--- src/rtl/hazard_interlock_ctrl_if.sv ---
// Decoder/pipeline <-> interlock scheduler signal bundle.
// The master side drives the decoded ID-stage info; the slave (scheduler) drives the stage controls.
interface hazard_interlock_ctrl_if #(
    parameter int REG_AW = 4
);
    logic              id_valid;
    logic [REG_AW-1:0] id_rs1;
    logic [REG_AW-1:0] id_rs2;
    logic              id_re1;
    logic              id_re2;
    logic [REG_AW-1:0] id_rd;
    logic              id_we;
    logic              id_load;
    logic              id_multi;
    logic              ex_br_taken;
    logic              mc_done;

    logic              stall_if;
    logic              stall_id;
    logic              flush_id;
    logic              bubble_ex;
    logic              hold_ex;
    logic              bubble_mem;
    logic [1:0]        fwd_a;
    logic [1:0]        fwd_b;
    logic              mc_start;
    logic              mc_error;

    modport master (
        output id_valid, id_rs1, id_rs2, id_re1, id_re2, id_rd, id_we, id_load, id_multi,
               ex_br_taken, mc_done,
        input  stall_if, stall_id, flush_id, bubble_ex, hold_ex, bubble_mem,
               fwd_a, fwd_b, mc_start, mc_error
    );

    modport slave (
        input  id_valid, id_rs1, id_rs2, id_re1, id_re2, id_rd, id_we, id_load, id_multi,
               ex_br_taken, mc_done,
        output stall_if, stall_id, flush_id, bubble_ex, hold_ex, bubble_mem,
               fwd_a, fwd_b, mc_start, mc_error
    );
endinterface

--- src/rtl/hazard_interlock_ctrl.sv ---
// Interlock scheduler for the 5-stage core: forwarding selects, load-use stalls, branch
// flushes and the start/wait handshake for the multi-cycle R-type unit.
module hazard_interlock_ctrl #(
    parameter int REG_AW     = 4,
    parameter int MC_TIMEOUT = 64
) (
    input  logic                  clk,
    input  logic                  rst_n,
    hazard_interlock_ctrl_if.slave bus
);
    localparam int              CNT_W    = $clog2(MC_TIMEOUT);
    localparam logic [CNT_W-1:0] CNT_LAST = CNT_W'(MC_TIMEOUT - 1);

    typedef enum logic {ST_IDLE, ST_WAIT} state_t;

    state_t             state, state_nxt;
    logic [CNT_W-1:0]   cnt;
    logic               mc_error_q;
    logic               timeout;

    logic               vld_p1, we_p1, load_p1;
    logic [REG_AW-1:0]  rd_p1;
    logic               vld_p2, we_p2;
    logic [REG_AW-1:0]  rd_p2;

    logic               load_use;
    logic               stall_if_c, stall_id_c, flush_id_c, bubble_ex_c;
    logic               hold_ex_c, bubble_mem_c, mc_start_c;
    logic [1:0]         fwd_a_c, fwd_b_c;

    // A load in EX is never a forwarding source: its data only exists after MEM.
    function automatic logic [1:0] fwd_sel(
        input logic              re,
        input logic [REG_AW-1:0] rs,
        input logic              ex_vld,
        input logic              ex_we,
        input logic              ex_load,
        input logic [REG_AW-1:0] ex_rd,
        input logic              mem_vld,
        input logic              mem_we,
        input logic [REG_AW-1:0] mem_rd
    );
        if (re && ex_vld && ex_we && !ex_load && (ex_rd == rs))
            return 2'b01;
        if (re && mem_vld && mem_we && (mem_rd == rs))
            return 2'b10;
        return 2'b00;
    endfunction

    assign load_use = vld_p1 && load_p1 && we_p1 &&
                      ((bus.id_re1 && (rd_p1 == bus.id_rs1)) ||
                       (bus.id_re2 && (rd_p1 == bus.id_rs2)));

    assign timeout = (state == ST_WAIT) && !bus.mc_done && (cnt == CNT_LAST);

    always_comb begin
        state_nxt    = state;
        stall_if_c   = 1'b0;
        stall_id_c   = 1'b0;
        flush_id_c   = 1'b0;
        bubble_ex_c  = 1'b0;
        hold_ex_c    = 1'b0;
        bubble_mem_c = 1'b0;
        mc_start_c   = 1'b0;
        fwd_a_c = fwd_sel(bus.id_re1, bus.id_rs1, vld_p1, we_p1, load_p1, rd_p1,
                          vld_p2, we_p2, rd_p2);
        fwd_b_c = fwd_sel(bus.id_re2, bus.id_rs2, vld_p1, we_p1, load_p1, rd_p1,
                          vld_p2, we_p2, rd_p2);
        case (state)
            ST_IDLE: begin
                if (bus.ex_br_taken) begin
                    flush_id_c  = 1'b1;
                    bubble_ex_c = 1'b1;
                end else if (load_use) begin
                    stall_if_c  = 1'b1;
                    stall_id_c  = 1'b1;
                    bubble_ex_c = 1'b1;
                end else if (bus.id_valid && bus.id_multi) begin
                    mc_start_c = 1'b1;
                    state_nxt  = ST_WAIT;
                end
            end
            ST_WAIT: begin
                // EX is occupied by the multi-cycle op, so no branch can resolve here.
                stall_if_c   = 1'b1;
                stall_id_c   = 1'b1;
                hold_ex_c    = 1'b1;
                bubble_mem_c = 1'b1;
                if (bus.mc_done || timeout)
                    state_nxt = ST_IDLE;
            end
            default: state_nxt = ST_IDLE;
        endcase
    end

    // Stage boundary: ID -> EX slot (p1) -> MEM slot (p2), control state.
    always_ff @(posedge clk or negedge rst_n) begin
        if (!rst_n) begin
            state      <= ST_IDLE;
            cnt        <= '0;
            mc_error_q <= 1'b0;
            vld_p1     <= 1'b0;
            we_p1      <= 1'b0;
            load_p1    <= 1'b0;
            vld_p2     <= 1'b0;
            we_p2      <= 1'b0;
        end else begin
            state <= state_nxt;
            cnt   <= ((state == ST_WAIT) && (state_nxt == ST_WAIT)) ? cnt + 1'b1 : '0;
            if (timeout)
                mc_error_q <= 1'b1;
            if (!hold_ex_c) begin
                vld_p1  <= bus.id_valid && !bubble_ex_c;
                we_p1   <= bus.id_we;
                load_p1 <= bus.id_load;
            end else if (timeout) begin
                vld_p1 <= 1'b0;
            end
            vld_p2 <= vld_p1 && !(hold_ex_c || bubble_mem_c);
            we_p2  <= we_p1;
        end
    end

    // Stage boundary: register addresses, qualified by the valid bits above.
    always_ff @(posedge clk) begin
        if (!hold_ex_c)
            rd_p1 <= bus.id_rd;
        rd_p2 <= rd_p1;
    end

    assign bus.stall_if   = rst_n && stall_if_c;
    assign bus.stall_id   = rst_n && stall_id_c;
    assign bus.flush_id   = rst_n && flush_id_c;
    assign bus.bubble_ex  = rst_n && bubble_ex_c;
    assign bus.hold_ex    = rst_n && hold_ex_c;
    assign bus.bubble_mem = rst_n && bubble_mem_c;
    assign bus.mc_start   = rst_n && mc_start_c;
    assign bus.fwd_a      = rst_n ? fwd_a_c : 2'b00;
    assign bus.fwd_b      = rst_n ? fwd_b_c : 2'b00;
    assign bus.mc_error   = mc_error_q;

endmodule

--- src/flat_wrapper.sv ---
// flat-port wrapper written by rule: the top's interface ports become plain ports
module hazard_interlock_ctrl_flat 
#(
    parameter int REG_AW     = 4,
    parameter int MC_TIMEOUT = 64
)
  (clk, rst_n, bus_id_valid, bus_id_rs1, bus_id_rs2, bus_id_re1, bus_id_re2, bus_id_rd, bus_id_we, bus_id_load, bus_id_multi, bus_ex_br_taken, bus_mc_done, bus_stall_if, bus_stall_id, bus_flush_id, bus_bubble_ex, bus_hold_ex, bus_bubble_mem, bus_fwd_a, bus_fwd_b, bus_mc_start, bus_mc_error);
  hazard_interlock_ctrl_if #(.REG_AW(REG_AW)) bus_i ();
  input  logic clk;
  input  logic rst_n;
  input wire logic [$bits(bus_i.id_valid)-1:0] bus_id_valid;
  input wire logic [$bits(bus_i.id_rs1)-1:0] bus_id_rs1;
  input wire logic [$bits(bus_i.id_rs2)-1:0] bus_id_rs2;
  input wire logic [$bits(bus_i.id_re1)-1:0] bus_id_re1;
  input wire logic [$bits(bus_i.id_re2)-1:0] bus_id_re2;
  input wire logic [$bits(bus_i.id_rd)-1:0] bus_id_rd;
  input wire logic [$bits(bus_i.id_we)-1:0] bus_id_we;
  input wire logic [$bits(bus_i.id_load)-1:0] bus_id_load;
  input wire logic [$bits(bus_i.id_multi)-1:0] bus_id_multi;
  input wire logic [$bits(bus_i.ex_br_taken)-1:0] bus_ex_br_taken;
  input wire logic [$bits(bus_i.mc_done)-1:0] bus_mc_done;
  output wire logic [$bits(bus_i.stall_if)-1:0] bus_stall_if;
  output wire logic [$bits(bus_i.stall_id)-1:0] bus_stall_id;
  output wire logic [$bits(bus_i.flush_id)-1:0] bus_flush_id;
  output wire logic [$bits(bus_i.bubble_ex)-1:0] bus_bubble_ex;
  output wire logic [$bits(bus_i.hold_ex)-1:0] bus_hold_ex;
  output wire logic [$bits(bus_i.bubble_mem)-1:0] bus_bubble_mem;
  output wire logic [$bits(bus_i.fwd_a)-1:0] bus_fwd_a;
  output wire logic [$bits(bus_i.fwd_b)-1:0] bus_fwd_b;
  output wire logic [$bits(bus_i.mc_start)-1:0] bus_mc_start;
  output wire logic [$bits(bus_i.mc_error)-1:0] bus_mc_error;
  assign bus_i.id_valid = bus_id_valid;
  assign bus_i.id_rs1 = bus_id_rs1;
  assign bus_i.id_rs2 = bus_id_rs2;
  assign bus_i.id_re1 = bus_id_re1;
  assign bus_i.id_re2 = bus_id_re2;
  assign bus_i.id_rd = bus_id_rd;
  assign bus_i.id_we = bus_id_we;
  assign bus_i.id_load = bus_id_load;
  assign bus_i.id_multi = bus_id_multi;
  assign bus_i.ex_br_taken = bus_ex_br_taken;
  assign bus_i.mc_done = bus_mc_done;
  assign bus_stall_if = bus_i.stall_if;
  assign bus_stall_id = bus_i.stall_id;
  assign bus_flush_id = bus_i.flush_id;
  assign bus_bubble_ex = bus_i.bubble_ex;
  assign bus_hold_ex = bus_i.hold_ex;
  assign bus_bubble_mem = bus_i.bubble_mem;
  assign bus_fwd_a = bus_i.fwd_a;
  assign bus_fwd_b = bus_i.fwd_b;
  assign bus_mc_start = bus_i.mc_start;
  assign bus_mc_error = bus_i.mc_error;
  hazard_interlock_ctrl #(.REG_AW(REG_AW), .MC_TIMEOUT(MC_TIMEOUT)) u_core (.clk(clk), .rst_n(rst_n), .bus(bus_i));
endmodule
--- config.mk ---
export PLATFORM = sky130hd
export DESIGN_NAME = hazard_interlock_ctrl_flat
export DESIGN_NICKNAME = d
export VERILOG_FILES = /design/src/rtl/hazard_interlock_ctrl_if.sv /design/src/rtl/hazard_interlock_ctrl.sv /design/src/flat_wrapper.sv
export SDC_FILE = /design/constraint.sdc
export NUM_CORES = 1
export LEC_CHECK = 0
export BUFFER_PORTS_ARGS = -buffer_cell sky130_fd_sc_hd__buf_2
export CAP_MARGIN = 5
export CORE_AREA = 2 2 49 51
export DETAILED_ROUTE_END_ITERATION = 6
export DIE_AREA = 0 0 51 53
export PLACE_DENSITY = 0.78
export SKIP_LAST_GASP = 1
export SLEW_MARGIN = 15
export SYNTH_ARGS = -nofsm -noshare
export SYNTH_HDL_FRONTEND = slang
export SYNTH_SLANG_ARGS = --single-unit
--- constraint.sdc ---
create_clock -name clk -period 1.83 [get_ports clk]
set_input_delay 0.0915 -clock clk [delete_from_list [all_inputs] [get_ports clk]]
set_output_delay 0.0915 -clock clk [all_outputs]
set_load 0.01 [all_outputs]
---- After elaboration in Yosys (flattened, before gate mapping) ----
Cells that the tools add are included.
cells by class
  equal/unequal tests ..................... 6
  shift operators ......................... 0
  $mul .................................... 0
  order comparisons ....................... 0
  divide/modulo/power cells ............... 0
  $add $sub $neg .......................... 1
  bitwise logic cells ..................... 1
  reductions and logical operators ........ 36
  muxes and demuxes ....................... 33
operators with widths
  cell                   count
  $logic_and A1 B1 Y1    30
  $mux W1                20
  $mux W2                10
  $eq A4 B4 Y1           4
  $add A6 B1 Y6 const B  1
  $eq A6 B6 Y1 const B   1
  $mux W6                1
  $logic_not A1 Y1       4
  $pmux W1 S2            2
  $logic_or A1 B1 Y1     2
  $ne A2 B1 Y1 const B   1
  $not A1 Y1             1
word-level totals
  bits in registers ....................... 21
  input bits .............................. 22
  memory bits (writable) .................. 0
  logic and storage cells ................. 87
  memories kept ........................... 0
  ROM bits ................................ 0
  latch bits .............................. 0
  output and inout port bits .............. 12

---- Depth between registers and ports, before layout ----
Gate-level depths: netlist of run 1.
  word-level depth ........................ 10
  gate-level depth with buffers ........... 5
  depth with buffers taken out ............ 5

---- Worst setup path before layout of run 1 ----
Ideal clock, no wire load.
  path type ............................... flip-flop to output port
  start ................................... register u_core.rd_p1[3]
  end ..................................... output port bus_stall_if
  path buffers ............................ 1
  cell stages (with the launch flop) ...... 6
  arrival ................................. 1.405 ns
  data required time ...................... 1.738 ns
  path slack .............................. 0.334 ns
  path through ............................ edfxtp_1 xor2_1 nor3_1 a2bb2o_4 a31o_1 buf_4
between the ends
  cells in the longest elaborated chain, start to end .. 8
  elaborated cells on any way between the ends .. 10
  those cells by class .................... eq/ne (2); mux (3); reduce/logical (5)
ends and longest elaborated chain
  item                                           line                                                      RTL
  start: declaration                             hazard_interlock_ctrl.sv:22                               logic [REG_AW-1:0] rd_p1;
  start signal: assignment                       hazard_interlock_ctrl.sv:127                              rd_p1 <= bus.id_rd;
  $eq A4 B4 Y1, on equally long branches         hazard_interlock_ctrl.sv:51, hazard_interlock_ctrl.sv:52
  $logic_and A1 B1 Y1, on equally long branches  hazard_interlock_ctrl.sv:51, hazard_interlock_ctrl.sv:52
  $logic_or A1 B1 Y1 (*)                         hazard_interlock_ctrl.sv:51                               ((bus.id_re1 && (rd_p1 == bus.id_rs1)) ||
  $logic_and A1 B1 Y1 (*)                        hazard_interlock_ctrl.sv:50                               assign load_use = vld_p1 && load_p1 && we_p1 &&
  $mux W1 (*) (2 in a row)                       n/a
  $pmux W1 S2 (*)                                n/a
  $logic_and A1 B1 Y1 (*)                        n/a
  end: declaration                               flat_wrapper.sv:22                                        output wire logic [$bits(bus_i.stall_if)-1:0] bus_stall_if;
Mark *: on every way between the ends. The rest lies on a longest branch, timed or not.

---- Worst setup path after layout of run 1 ----
  start ................................... register u_core.rd_p1[2]
  end ..................................... output port bus_stall_if
between the ends
  cells in the longest elaborated chain, start to end .. 8
  elaborated cells on any way between the ends .. 10
  those cells by class .................... eq/ne (2); mux (3); reduce/logical (5)
ends and longest elaborated chain
  item                                           line                                                      RTL
  $eq A4 B4 Y1, on equally long branches         hazard_interlock_ctrl.sv:51, hazard_interlock_ctrl.sv:52
  $logic_and A1 B1 Y1, on equally long branches  hazard_interlock_ctrl.sv:51, hazard_interlock_ctrl.sv:52
  $logic_or A1 B1 Y1 (*)                         hazard_interlock_ctrl.sv:51
  $logic_and A1 B1 Y1 (*)                        hazard_interlock_ctrl.sv:50
  $mux W1 (*)                                    hazard_interlock_ctrl.sv:74                               end else if (load_use) begin
  $mux W1 (*)                                    hazard_interlock_ctrl.sv:71                               if (bus.ex_br_taken) begin
  $pmux W1 S2 (*)                                hazard_interlock_ctrl.sv:69                               case (state)
  $logic_and A1 B1 Y1 (*)                        hazard_interlock_ctrl.sv:131                              assign bus.stall_if = rst_n && stall_if_c;
Marked as above.

==> results of run 1 <==
layout make-up:
class | count | area, um2
Fill cell | 168 | 779
Multi-Input combinational cell | 69 | 499
Tap cell | 28 | 35.0
Clock buffer | 3 | 22.5
Sequential cell | 21 | 526
Timing Repair Buffer | 45 | 270
Inverter | 3 | 11.3
Clock inverter | 1 | 5.00
layout by cell type (no fill, tap or decap), types with 3 or more instances in the layout:
cell,netlist,routed
clkbuf_4,0,3
dlygate4sd3_1,0,6
inv_1,3,3
dfxtp_1,4,4
buf_2,0,33
edfxtp_1,4,4
dfrtp_1,13,13
nand2_1,4,4
xor2_1,10,10
nor2_1,10,10
nand3_1,9,8
xnor2_1,10,9
buf_4,2,6
worst register-to-register path, cell delays in order, from the launching register on:
cell      delay, ns
edfxtp_1       0.49
xnor2_2        0.18
and3_4         0.18
a2bb2o_4       0.23
buf_4          0.13
o21ai_0        0.15
per-stage QoR:
step / cell area [um2] / setup TNS [ns]
floorplan: 1030 / 0
global placement: 1230 / 0
detailed placement: 1230 / 0
CTS: 1330 / 0
global route: 1370 / -0.369
finish: 1370 / 0
cell families after synthesis:
logic type / after synthesis / synth area share (%)
AND/OR/NAND/NOR: 37 / 18.9
buffers and inverters: 5 / 2.54
multiplexers: 2 / 2.18
flip-flops: 21 / 50.8
adder cells (fa/ha/maj): 1 / 1.21
AO/OA/AOI/OAI: 9 / 7.39
XOR/XNOR: 20 / 16.9
routing by layer:
metal	wire (um)	GRT usage (%)	vias to the layer above	part of all wire (%)
met4	49	9.46	0	2.1
met2	1100	32.5	38	48
met3	136	4.80	7	5.9
li1	-	-	418	-
met1	1020	22.6	405	44
met5	0	0	-	0
how the worst max path moves through the flow:
stage / end / startpoint / slack [ns] / depth (start not counted)
final: bus_stall_if / u_core.rd_p1[2] / 0.02 / 5
after global routing: bus_stall_if / u_core.rd_p1[2] / -0.10 / 5
after CTS: bus_bubble_ex / u_core.rd_p1[0] / 0.02 / 5
after detailed placement: bus_stall_id / u_core.rd_p1[3] / 0.30 / 5
after global placement: bus_stall_if / u_core.rd_p1[3] / 0.34 / 5
after floorplan: bus_stall_if / u_core.rd_p1[3] / 0.33 / 5
what timing repair did:
item | CTS | global route
hold buffers | 5 | 1
pin swaps | 2 | 2
setup endpoints to repair | 3 | 4
hold endpoints to repair | 17 | 1
gates cloned | 0 | 0
gates resized for setup | 2 | 1
buffers inserted | 2 | 3
registers in the layout, summed over array words and instances, names as in the netlist:
| name | flops |
|---|---|
| u_core.cnt | 6 |
| u_core.state | 1 |
| u_core.we_p1 | 1 |
| u_core.rd_p1 | 4 |
| u_core.we_p2 | 1 |
| u_core.vld_p1 | 1 |
| u_core.vld_p2 | 1 |
| u_core.bus.mc_error | 1 |
| u_core.load_p1 | 1 |
| u_core.rd_p2 | 4 |
power breakdown:
part	leakage, uW	internal [uW]	switching (uW)
combinational	0.000379	90.1	81.6
clock	0.0000177	81.6	145
sequential	0.000247	506	26.2
total	0.000643	678	253
==> flow_metrics.tcl, run 1 <==
set metrics [dict create \
    crit_fanout 4 \
    leakage_uw 0.000643 \
    cts_max_level 1 \
    diodes 0 \
    rr_startpoint "u_core.rd_p1[0]" \
    synth_area_mm2 0.00103 \
    die_w_um 51 \
    synth_most_common_cell "dfrtp_1" \
    post-dp-hpwl_mm 1.68 \
    nets 166 \
    grt_max_degree 20 \
    rows 17 \
    cts_made_buffers 3 \
    status "completed" \
    post-route-period-util_pct 98.9 \
    vias_per_cell 5.11 \
    clockBufferDepth 2 \
    clk_pin_slew_ns 0.12 \
    finClkSkew_ns 0.00537 \
    drv_cap 0 \
    synth_common_cells "dfrtp_1, nor2_1, xnor2_1, xor2_1, nand3_1" \
    grt_pass1_wl_mm 3.76 \
    synthTopCellsByArea "dfrtp_1, edfxtp_1, xnor2_1" \
    cp_top_family "flip-flops" \
    synth_nets 118 \
    syn_to_final_growth_pct 32.4 \
    synth_top_area_share_pct 31.5 \
    clock-root-buffer "clkbuf_4" \
    syn_inst 95 \
    num_io_pins 34 \
    core_mm2 0.00215 \
    synth_cell_type_count 30 \
    clk-insertion-delay-late_ns 0.31 \
    start_kind "register" \
    grt_antenna_before_repair 0 \
    whs_endpoint "u_core.load_p1" \
    regToRegSetupSlack_ns 0.39 \
    ys_async_sr_fraction_pct 61.9 \
    cp_data_required_time_ns 1.74 \
    synth_area_leader_cell "dfrtp_1" \
    power_density_mw_per_mm2 680 \
    relSlewSlack_pct 79.8 \
    drc 0 \
    r2r_cells 5 \
    max_freq_ghz 0.552 \
    grt-ovfl-total 0 \
    detail-route-antenna-nets 0 \
    crit_buf_inv 1 \
    globalplace.congestion 0.830 \
    synth_ff_type "dfrtp_1" \
    min-delay-start "bus_id_load" \
    vias 868 \
    ys_seq_area_share_pct 50.8 \
    ir_drop_mv 0.527 \
    cts_tree "built" \
    dr.pass1.iters 4 \
    holdWs_ns 0.0213 \
    die-area_mm2 0.00270 \
    grtUsageTotal_pct 19.2 \
    cts.sinks 21 \
    drt_iter0_markers 27 \
    placement.io_buffers 33 \
    holdPathStages 2 \
    worst_slack_ns 0.0193 \
    report.final.slew_viol_count 0 \
    place_inst 155 \
    layoutNonFillerInstCount 170 \
    hold_path_class "in2reg" \
    post-place-ws_ns 0.301 \
    ys_ff_latch 21 \
    start_util_pct 48.1 \
    grt_pass1_vias 863 \
    setup_viol_count_final 0 \
    crit_type "reg2out" \
    final_util_pct 63.7 \
    slowest_delay_ns 0.46 \
    wl_per_cell_um 13.6 \
    p_total_uw 931 \
    endpoint_kind "primary output" \
    cpMaxStageDelayCell "edfxtp_1" \
    ys.warnings.count 0 \
    worst_pin_slew_ns 0.301 \
    drive_gt1_share_pct 36.6 \
    drt-total-wl_mm 2.31 \
    fin_crit_ns 1.81 \
    reg2reg_to "u_core.state" \
    synth_edf_count 4 \
    finalHoldViolCount 0 \
    grt_setup_unrepaired "yes" \
    die_y_um 53 \
    crit_arrival_ns 1.72 \
    syn_avg_cell_area_um2 10.9 \
    crit_chain "xor2_1 -> nor3_2 -> a2bb2o_4 -> a31o_1 -> buf_2" \
]
Note: power is estimated with default switching activity, not from simulation.
==> inputs of run 2 (changes only) <==
ABC_AREA = 1   (was unset)
CORE_AREA = 2 2 51 53   (was 2 2 49 51)
DIE_AREA = 0 0 53 55   (was 0 0 51 53)
GPL_TIMING_DRIVEN = 0   (was unset)
PLACE_DENSITY = 0.76   (was 0.78)
==> run 2 against run 1 <==
Effect of this change:
- count of clock-buffer cells in the layout up 1
- hold slack worse by 0.0050 ns
- wire length up 2.0%
- sequential share of layout area down 1.6 points
- utilization down 3.3 points
- clock power down 4%
- clock skew down 0.0032 ns
- global-route usage down 1.7 points
- setup slack better by 0.099 ns
- non-clock buffer count down 2
- combinational power up 120%
- critical path type unchanged
- largest power group unchanged
==> flow_metrics.tcl, run 2 <==
set metrics [dict create \
    status "completed" \
    syn_avg_cell_area_um2 7.85 \
    die_y_um 55 \
    crit_path_frequent_cell "nand2_1" \
    fin_crit_ns 1.71 \
    dr.pass1.iters 5 \
    leakage_uw 0.000758 \
    wl_met3_um 71 \
    cts_tree "built" \
    rr_startpoint "u_core.rd_p1[3]" \
    clk-insertion-delay-late_ns 0.30 \
    drt-total-wl_mm 2.35 \
    min-delay-start "bus_id_we" \
    crit_fanout 4 \
    ys_ff_latch 21 \
    relSlewSlack_pct 60.7 \
    synth_area_mm2 0.00111 \
    ir_drop_mv 0.552 \
    endpoint_kind "primary output" \
    cpMaxStageDelayCell "edfxtp_1" \
    die-area_mm2 0.00292 \
    synth_area_leader_cell "dfrtp_1" \
    synthTopCellsByArea "dfrtp_1, edfxtp_1, nand2_1" \
    ys.warnings.count 0 \
    worst_pin_slew_ns 0.587 \
    grtUsageTotal_pct 17.4 \
    drv_cap 0 \
    crit_type "reg2out" \
    synth_most_common_cell "nand2_1" \
    syn_inst 141 \
    cp_data_required_time_ns 1.74 \
    drt-met1-wl_mm 1.03 \
    clkPwrFrac_pct 17.5 \
    switching_share_pct 34.0 \
    hold_path_class "in2reg" \
    synth_nets 164 \
    drc 0 \
    post-route-period-util_pct 93.5 \
    cts.sinks 21 \
    core_mm2 0.00236 \
    vias_per_cell 4.70 \
    p_int_uw 825 \
    grt_antenna_before_repair 0 \
    largest-register "u_core.cnt" \
    setup_tns_ns 0 \
    ys_seq_area_share_pct 47.5 \
    critPathLaunch "u_core.rd_p1[3]" \
    start_kind "register" \
    die_w_um 53 \
    num_io_pins 34 \
    layout_commonest_cell "buf_2" \
    finClkSkew_ns 0.00222 \
    syn_to_final_growth_pct 28.9 \
    power_density_mw_per_mm2 875 \
    clockBufferDepth 2 \
    crit_chain "nand2_1 -> nand2_1 -> nor2_2 -> nand3_1 -> nand2_1 -> nand2_2 -> o21ai_2 -> buf_4 -> buf_2" \
    synth_ff_type "dfrtp_1" \
    start_util_pct 46.8 \
    synth_top_area_share_pct 29.4 \
    rows 18 \
    cts_made_buffers 3 \
    max_freq_ghz 0.584 \
    slowest_delay_ns 0.44 \
    final_cell_mix "buf_2, nand2_1, inv_1" \
    largest_reg_flops 6 \
    fin_area_mm2 0.00143 \
    grt_max_degree 14 \
    wl_per_cell_um 10.9 \
    placement.io_buffers 33 \
    p_total_uw 1250 \
    diodes 0 \
    synth_cell_type_count 22 \
    nets 210 \
    synth_common_cells "nand2_1, inv_1, nor2_1" \
    highest_layer "met4" \
    holdWs_ns 0.0163 \
    grt_pass1_wl_mm 3.55 \
    top_regs "u_core.cnt: 6 flops, u_core.rd_p1: 4 flops, u_core.rd_p2: 4 flops" \
    seq_power_share_pct 52.5 \
    drive_gt1_share_pct 28.5 \
    power.switching_uw 424 \
    p_comb_share_pct 30.0 \
    clk_pin_slew_ns 0.11 \
    ys_async_sr_fraction_pct 61.9 \
    synth_edf_count 4 \
    finalHoldViolCount 0 \
    setup_viol_count_final 0 \
    report.final.slew_viol_count 0 \
    globalplace.congestion 0.745 \
    cts_max_level 1 \
    vias 1016 \
    detail-route-antenna-nets 0 \
    post-dp-hpwl_mm 1.77 \
    clock-root-buffer "clkbuf_4" \
    grt_pass1_vias 869 \
    place_area_mm2 0.00131 \
    grt_setup_unrepaired "yes" \
    drt_iter0_markers 18 \
    crit_arrival_ns 1.62 \
    grt-ovfl-total 0 \
    met2_wirelength_mm 1.24 \
]
-- run 2: power groups by stage --
stage	clock [uW]	sequential [uW]	combinational [uW]
2_1_floorplan	0	649	242
3_3_place_gp	0	659	332
3_5_place_dp	0	666	343
4_1_cts	221	655	363
5_1_grt	247	668	427
6_report	218	656	374
-- run 2: per-layer routing --
metal  vias up  GRT usage [%]
met5         -              0
met1       467           20.0
met3         2           3.23
li1        528              -
met2        19           31.5
met4         0           8.12
-- run 2: kinds of logic after synthesis --
kind of cell | after synthesis | share of synthesized area, %
compound gates | 10 | 5.09
xor+xnor | 10 | 7.91
fa+ha+maj | 1 | 1.13
buf+inv | 27 | 9.83
flops | 21 | 47.5
simple gates | 72 | 28.6
-- run 2: critical path: cells and delay by family (launching register included) --
| family | cells | cell delay [ns] |
|---|---|---|
| AOI/OAI and AO/OA | 1 | 0.13 |
| buffers and inverters | 2 | 0.22 |
| DFF | 1 | 0.44 |
| and+or+nand+nor | 6 | 0.52 |
-- run 2: path summary, 6_finish.rpt --
check / cells after the start / end / slack (ns)
worst max register to register: 10 / u_core.vld_p1 / 0.43
worst max-delay path: 9 / bus_stall_if / 0.12
worst min register to register: 0 / u_core.we_p2 / 0.39
min in group asynchronous: 2 / u_core.cnt[3] / 0.39
worst min-delay path: 3 / u_core.we_p1 / 0.02
max in group asynchronous: 2 / u_core.state / 1.06
-- run 2: repair_timing --
item | CTS | global route
pin swaps | 0 | 2
hold buffers | 6 | 0
gates cloned | 0 | 0
setup buffers | 1 | 1
hold endpoints to repair | 18 | 0
gates resized for setup | 0 | 6
endpoints found under the setup margin | 1 | 4
-- run 2: stage by stage --
| stage | setup slack (ns) | utilization, % | cells |
|---|---|---|---|
| after floorplan | 0.364 | - | 141 |
| after global placement | 0.389 | 55.4 | 204 |
| after detailed placement | 0.334 | 55.4 | 204 |
| after CTS | 0.0113 | 59.4 | 215 |
| after global routing | -0.0233 | 60.4 | 216 |
| final | 0.118 | 60.4 | 216 |
-- run 2: layout make-up --
| type | count | area (um2) |
|---|---|---|
| buffer | 2 | 15.0 |
| clock buffer | 4 | 26.3 |
| fill | 231 | 937 |
| inverter | 25 | 93.8 |
| multi-input combinational | 93 | 489 |
| sequential | 21 | 526 |
| tap | 30 | 37.5 |
| timing repair buffer | 41 | 240 |
